**config.mk**
```make
export PLATFORM = sky130hd
export DESIGN_NAME = fetch_unit
export DESIGN_NICKNAME = d
export VERILOG_FILES = /design/src/rtl/fetch_pkg.sv /design/src/rtl/pc_reg.sv /design/src/rtl/fetch_unit.sv
export SDC_FILE = /design/constraint.sdc
export NUM_CORES = 1
export LEC_CHECK = 0
export ABC_AREA = 0
export BUFFER_PORTS_ARGS = -buffer_cell sky130_fd_sc_hd__buf_2
export CAP_MARGIN = 40
export CORE_MARGIN = 2
export CORE_UTILIZATION = 40
export DETAILED_ROUTE_END_ITERATION = 6
export MAX_ROUTING_LAYER = met4
export PLACE_DENSITY = 0.63
export SLEW_MARGIN = 20
export SYNTH_ARGS = -nofsm -noshare
export SYNTH_HDL_FRONTEND = slang
export SYNTH_SLANG_ARGS = --single-unit
export TNS_END_PERCENT = 10
```
**constraint.sdc**
```tcl
create_clock -name clk -period 2.75 [get_ports clk]
set_clock_uncertainty 0.2 [all_clocks]
set_input_delay 0.1375 -clock clk [delete_from_list [all_inputs] [get_ports clk]]
set_output_delay 0.1375 -clock clk [all_outputs]
set_load 0.03 [all_outputs]
```
**src/rtl/fetch_pkg.sv**
```systemverilog
// Shared types and constants for the instruction fetch stage.
package fetch_pkg;

   localparam int unsigned ADDR_W = 8;
   localparam int unsigned DATA_W = 8;

   localparam logic [DATA_W-1:0] HALT_OPCODE_DEF  = 8'h7F;
   localparam logic [ADDR_W-1:0] RESET_VECTOR_DEF = 8'h00;

   // Fetch FSM state encoding.
   typedef logic [1:0] state_t;
   localparam state_t S_OP   = 2'd0;
   localparam state_t S_IMM  = 2'd1;
   localparam state_t S_HOLD = 2'd2;
   localparam state_t S_HALT = 2'd3;

   // Opcodes with the MSB set carry one immediate byte.
   function automatic logic is_two_byte(input logic [DATA_W-1:0] opcode);
      return opcode[DATA_W-1];
   endfunction

endpackage

```
**src/rtl/pc_reg.sv**
```systemverilog
// Program counter: load has priority over increment, otherwise hold.
module pc_reg
   import fetch_pkg::*;
#(
   parameter logic [ADDR_W-1:0] RESET_VECTOR = RESET_VECTOR_DEF
) (
   input  logic              clk,
   input  logic              rst_n,
   input  logic              load,
   input  logic [ADDR_W-1:0] load_addr,
   input  logic              inc,
   output logic [ADDR_W-1:0] pc
);

   // PC update; increment wraps naturally at 8 bits.
   always_ff @(posedge clk or negedge rst_n) begin
      if (!rst_n) begin
         pc <= RESET_VECTOR;
      end else if (load) begin
         pc <= load_addr;
      end else if (inc) begin
         pc <= pc + 1'b1;
      end
   end

endmodule

```
**src/rtl/fetch_unit.sv**
```systemverilog
// Instruction fetch stage: owns the PC, assembles 1/2-byte instructions
// from the combinational ROM and hands them to the decoder via valid/ready.
// Optional instruction counter output enabled by defining FETCH_PERF_EN.
module fetch_unit
   import fetch_pkg::*;
#(
   parameter logic [ADDR_W-1:0] RESET_VECTOR = RESET_VECTOR_DEF,
   parameter logic [DATA_W-1:0] HALT_OPCODE  = HALT_OPCODE_DEF
) (
   input  logic              clk,
   input  logic              rst_n,
   output logic [ADDR_W-1:0] rom_addr,
   input  logic [DATA_W-1:0] rom_data,
   input  logic              jmp_valid,
   input  logic [ADDR_W-1:0] jmp_addr,
   output logic              out_valid,
   input  logic              out_ready,
   output logic [DATA_W-1:0] out_opcode,
   output logic [DATA_W-1:0] out_imm,
   output logic [ADDR_W-1:0] out_pc,
   output logic              halted
`ifdef FETCH_PERF_EN
   ,
   output logic [15:0]       instr_count
`endif
);

   state_t            state_q, state_d;
   logic [DATA_W-1:0] opcode_q;
   logic [DATA_W-1:0] imm_q;
   logic [ADDR_W-1:0] out_pc_q;
   logic [ADDR_W-1:0] pc;
   logic              handshake;
   logic              pc_inc;

   assign handshake = (state_q == S_HOLD) && out_ready;
   // Bytes are consumed only in the capture states, and never on a redirect.
   assign pc_inc    = !jmp_valid && ((state_q == S_OP) || (state_q == S_IMM));

   pc_reg #(
      .RESET_VECTOR (RESET_VECTOR)
   ) u_pc_reg (
      .clk       (clk),
      .rst_n     (rst_n),
      .load      (jmp_valid),
      .load_addr (jmp_addr),
      .inc       (pc_inc),
      .pc        (pc)
   );

   // Next-state logic; a jump overrides everything, including a completing handshake.
   always_comb begin
      state_d = state_q;
      if (jmp_valid) begin
         state_d = S_OP;
      end else begin
         unique case (state_q)
            S_OP:    state_d = is_two_byte(rom_data) ? S_IMM : S_HOLD;
            S_IMM:   state_d = S_HOLD;
            S_HOLD: begin
               if (handshake) begin
                  state_d = (opcode_q == HALT_OPCODE) ? S_HALT : S_OP;
               end
            end
            S_HALT:  state_d = S_HALT;
            default: state_d = S_OP;
         endcase
      end
   end

   // State register.
   always_ff @(posedge clk or negedge rst_n) begin
      if (!rst_n) begin
         state_q <= S_OP;
      end else begin
         state_q <= state_d;
      end
   end

   // Instruction capture; the registers only change while out_valid is low.
   always_ff @(posedge clk or negedge rst_n) begin
      if (!rst_n) begin
         opcode_q <= '0;
         imm_q    <= '0;
         out_pc_q <= '0;
      end else if (!jmp_valid) begin
         if (state_q == S_OP) begin
            opcode_q <= rom_data;
            imm_q    <= '0;
            out_pc_q <= pc;
         end else if (state_q == S_IMM) begin
            imm_q <= rom_data;
         end
      end
   end

   assign rom_addr   = pc;
   assign out_valid  = (state_q == S_HOLD);
   assign halted     = (state_q == S_HALT);
   assign out_opcode = opcode_q;
   assign out_imm    = imm_q;
   assign out_pc     = out_pc_q;

`ifdef FETCH_PERF_EN
   logic [15:0] instr_count_q;

   // Saturating count of delivered instructions; jumps do not affect it.
   always_ff @(posedge clk or negedge rst_n) begin
      if (!rst_n) begin
         instr_count_q <= '0;
      end else if (handshake && (instr_count_q != 16'hFFFF)) begin
         instr_count_q <= instr_count_q + 16'd1;
      end
   end

   assign instr_count = instr_count_q;
`endif

endmodule

```
==> impl_metrics.py <==
metrics = {
    "clocking": {
        "root_buffer": "clkbuf_8",
        "post-cts-setup-buffers": 0,
        "insertion_delay_ns": 0.28,
        "htree_levels": 2,
        "cts_buffer_depth": 2,
        "cts-resized-gates": 0,
        "cts_tree": "yes",
        "clk_pin_slew_ns": 0.07,
        "cts_made_buffers": 5,
        "cts.sinks": 34,
    },
    "worst_setup_path": {
        "r2r_end": "state_q[1]",
        "rrSetupSlack_ns": 0.67,
        "cp_top_family": "flip-flops",
        "cp_slowest_cell": "dfrtp_1",
        "crit_buf_inv": 1,
        "crit_chain": "nor2b_1, o21a_1, a221oi_1, dlygate4sd3_1",
        "r2r-start": "state_q[0]",
        "rr_worst_depth": 4,
        "path_max_fanout": 13,
        "critPathArrivalTime_ns": 2.10,
        "startpoint_type": "flip-flop",
        "worstPathRequired_ns": 2.77,
        "endpoint_kind": "flip-flop",
        "critPathKind": "flip-flop to flip-flop",
        "critPathMaxStageDelay_ns": 0.65,
    },
    "detailed_routing": {
        "drt_drc_violations_left": 0,
        "initialDrtViolationCount": 53,
        "wl_per_cell_um": 13.9,
        "drtAntennaViolNets": 0,
        "vias": 1224,
        "firstDrtPassIters": 4,
        "viasPerCell": 4.84,
        "wirelength_mm": 3.53,
    },
    "power_and_ir_drop": {
        "p_int_mw": 1.05,
        "power.share.combinational_pct": 30.9,
        "pwr-share-seq_pct": 41.4,
        "leakage_nw": 1.04,
        "p_total_mw": 1.62,
        "peakVddDrop_v": 0.000399,
        "switching_share_pct": 34.9,
        "powerDensity_mw_per_mm2": 754,
        "p_switching_mw": 0.565,
        "clockPowerShare_pct": 27.8,
    },
    "sta": {
        "hold_viol_final": 0,
        "tightestPinTransition_ns": 0.584,
        "final.period_utilization_pct": 75.6,
        "period_minus_slack_ns": 2.08,
        "setup_violations": 0,
        "drv_slew": 0,
        "grt_setup_unrepaired": "false",
        "relSlewSlack_pct": 61.1,
        "fmax_mhz": 481,
        "hold_slack_ns": 0.0647,
        "fin_setup_tns_ns": 0,
    },
    "synth": {
        "netlist_instances": 130,
        "syn_avg_cell_area_um2": 11.9,
        "yosysWarnings": 0,
        "synth_fp_nets": 151,
        "ys_seq_elements": 34,
        "synth_edf_count": 0,
        "yosysUniqueCellTypes": 25,
        "synth_ff_type": "dfrtp_1",
        "async_reset_ff_share_pct": 100,
        "syn-cell-area_mm2": 0.00155,
        "synth-seq-area-share_pct": 54.8,
    },
    "status": {
        "outcome": "completed",
    },
    "placed_design": {
        "dp_hpwl_mm": 2.48,
        "dpl_cell_area_mm2": 0.00182,
        "gp_congestion": 0.746,
        "numPortBuffers": 53,
    },
    "min_path": {
        "min_path_type": "primary input to flip-flop",
        "worstHoldEndpoint": "u_pc_reg.pc[0]",
        "hold_path_startpoint": "jmp_valid",
        "min_path_cells": 3,
    },
    "floorplanning": {
        "core_mm2": 0.00369,
        "die_h_um": 66.3,
        "num_io_pins": 54,
        "num_rows": 22,
        "die_x_um": 66.3,
        "start_util_pct": 42.1,
        "dieArea_mm2": 0.00439,
    },
    "cells_and_area": {
        "final_common_cell": "buf_2",
        "drive_gt1_share_pct": 39.0,
        "final_cell_mix": "buf_2, dfrtp_1, nand2_1, dlygate4sd3_1, o21ai_0",
        "diodes": 0,
        "fin_area_mm2": 0.00215,
        "nNetsFinal": 225,
        "syn_to_final_growth_pct": 38.4,
    },
    "global_routing": {
        "antenna_found_initial": 0,
        "grt.total_usage_pct": 18.1,
        "grt_pass1_vias": 1192,
        "grt_max_degree": 35,
        "grt_pass1_wl_mm": 5.77,
        "gr-total-overflow": 0,
    },
    "flow_run": {
        "cap_violations": 0,
    },
}
-- per-layer routing --
layer	track usage, %	up-vias	share of wire (%)
met3	5.28	5	5.3
met4	3.32	0	1.3
met5	-	-	0
met2	29.1	43	49
li1	-	596	-
met1	23.0	580	44
-- worst register-to-register path, delay by kind of cell (launching register included) --
| kind | cells | cell delay [ns] |
|---|---|---|
| DFF | 1 | 0.65 |
| buffers and inverters | 1 | 0.59 |
| AOI/OAI and AO/OA | 2 | 0.44 |
| and+or+nand+nor | 1 | 0.14 |
-- cell usage after synthesis (2+ instances only) --
master / number / share of area, %
buf_6: 2 / 1.5
clkbuf_1: 3 / 0.73
dfrtp_1: 34 / 55
mux2_2: 6 / 4.4
mux2_4: 10 / 9.7
nand2_1: 26 / 6.3
nand3_1: 3 / 0.97
nand4_1: 2 / 0.81
nand4b_1: 4 / 2.3
nor2b_1: 4 / 1.6
o21ai_0: 17 / 5.5
or4_1: 3 / 1.5
xor2_1: 4 / 2.3
-- per-stage QoR --
stage               util, %  setup WS [ns]  instances
finish                 58.2          0.670        253
global route           58.2          0.510        253
CTS                    57.4          0.690        251
detailed placement     49.3          0.704        224
global placement       49.3          0.784        224
floorplan                 -           1.04        130
-- what timing repair did --
item / 4_1_cts / 5_1_grt
hold buffers: 19 / 1
hold endpoints to repair: 60 / 1
setup endpoints to repair: 0 / 0
-- worst max path at each step --
stage	start	endpoint	slack (ns)	cells after the start
6_report	state_q[0]	state_q[1]	0.67	4
5_1_grt	state_q[0]	state_q[1]	0.51	4
4_1_cts	state_q[1]	out_opcode[0]	0.69	3
3_5_place_dp	state_q[1]	out_pc[4]	0.70	3
3_3_place_gp	state_q[1]	out_pc[5]	0.78	3
2_1_floorplan	u_pc_reg.pc[0]	u_pc_reg.pc[6]	1.04	4
-- area by class of cell --
class                      count  area [um^2]
timing repair buffer          74          485
sequential                    34          851
clock buffer                   5         68.8
multi-input combinational     89          642
fill                         333         1540
clock inverter                 3         40.0
tap                           48         60.1
-- power by group through the flow --
| stage | clock network (mW) | registers (mW) | logic, mW |
|---|---|---|---|
| floorplan | 0 | 0.832 | 0.178 |
| global placement | 0 | 0.674 | 0.467 |
| detailed placement | 0 | 0.678 | 0.478 |
| CTS | 0.457 | 0.671 | 0.499 |
| global route | 0.481 | 0.686 | 0.533 |
| finish | 0.449 | 0.670 | 0.499 |
-- cells by family after synthesis --
logic type | Yosys count | share of synthesized area [%]
adders and majority gates | 1 | 0.806
AOI/OAI and AO/OA | 20 | 7.02
and+or+nand+nor | 47 | 16.6
xor gates and xnor gates | 4 | 2.26
DFF | 34 | 54.8
muxes | 17 | 14.7
buffers and inverters | 7 | 3.79
No activity file was read; power rests on OpenSTA's default activity.
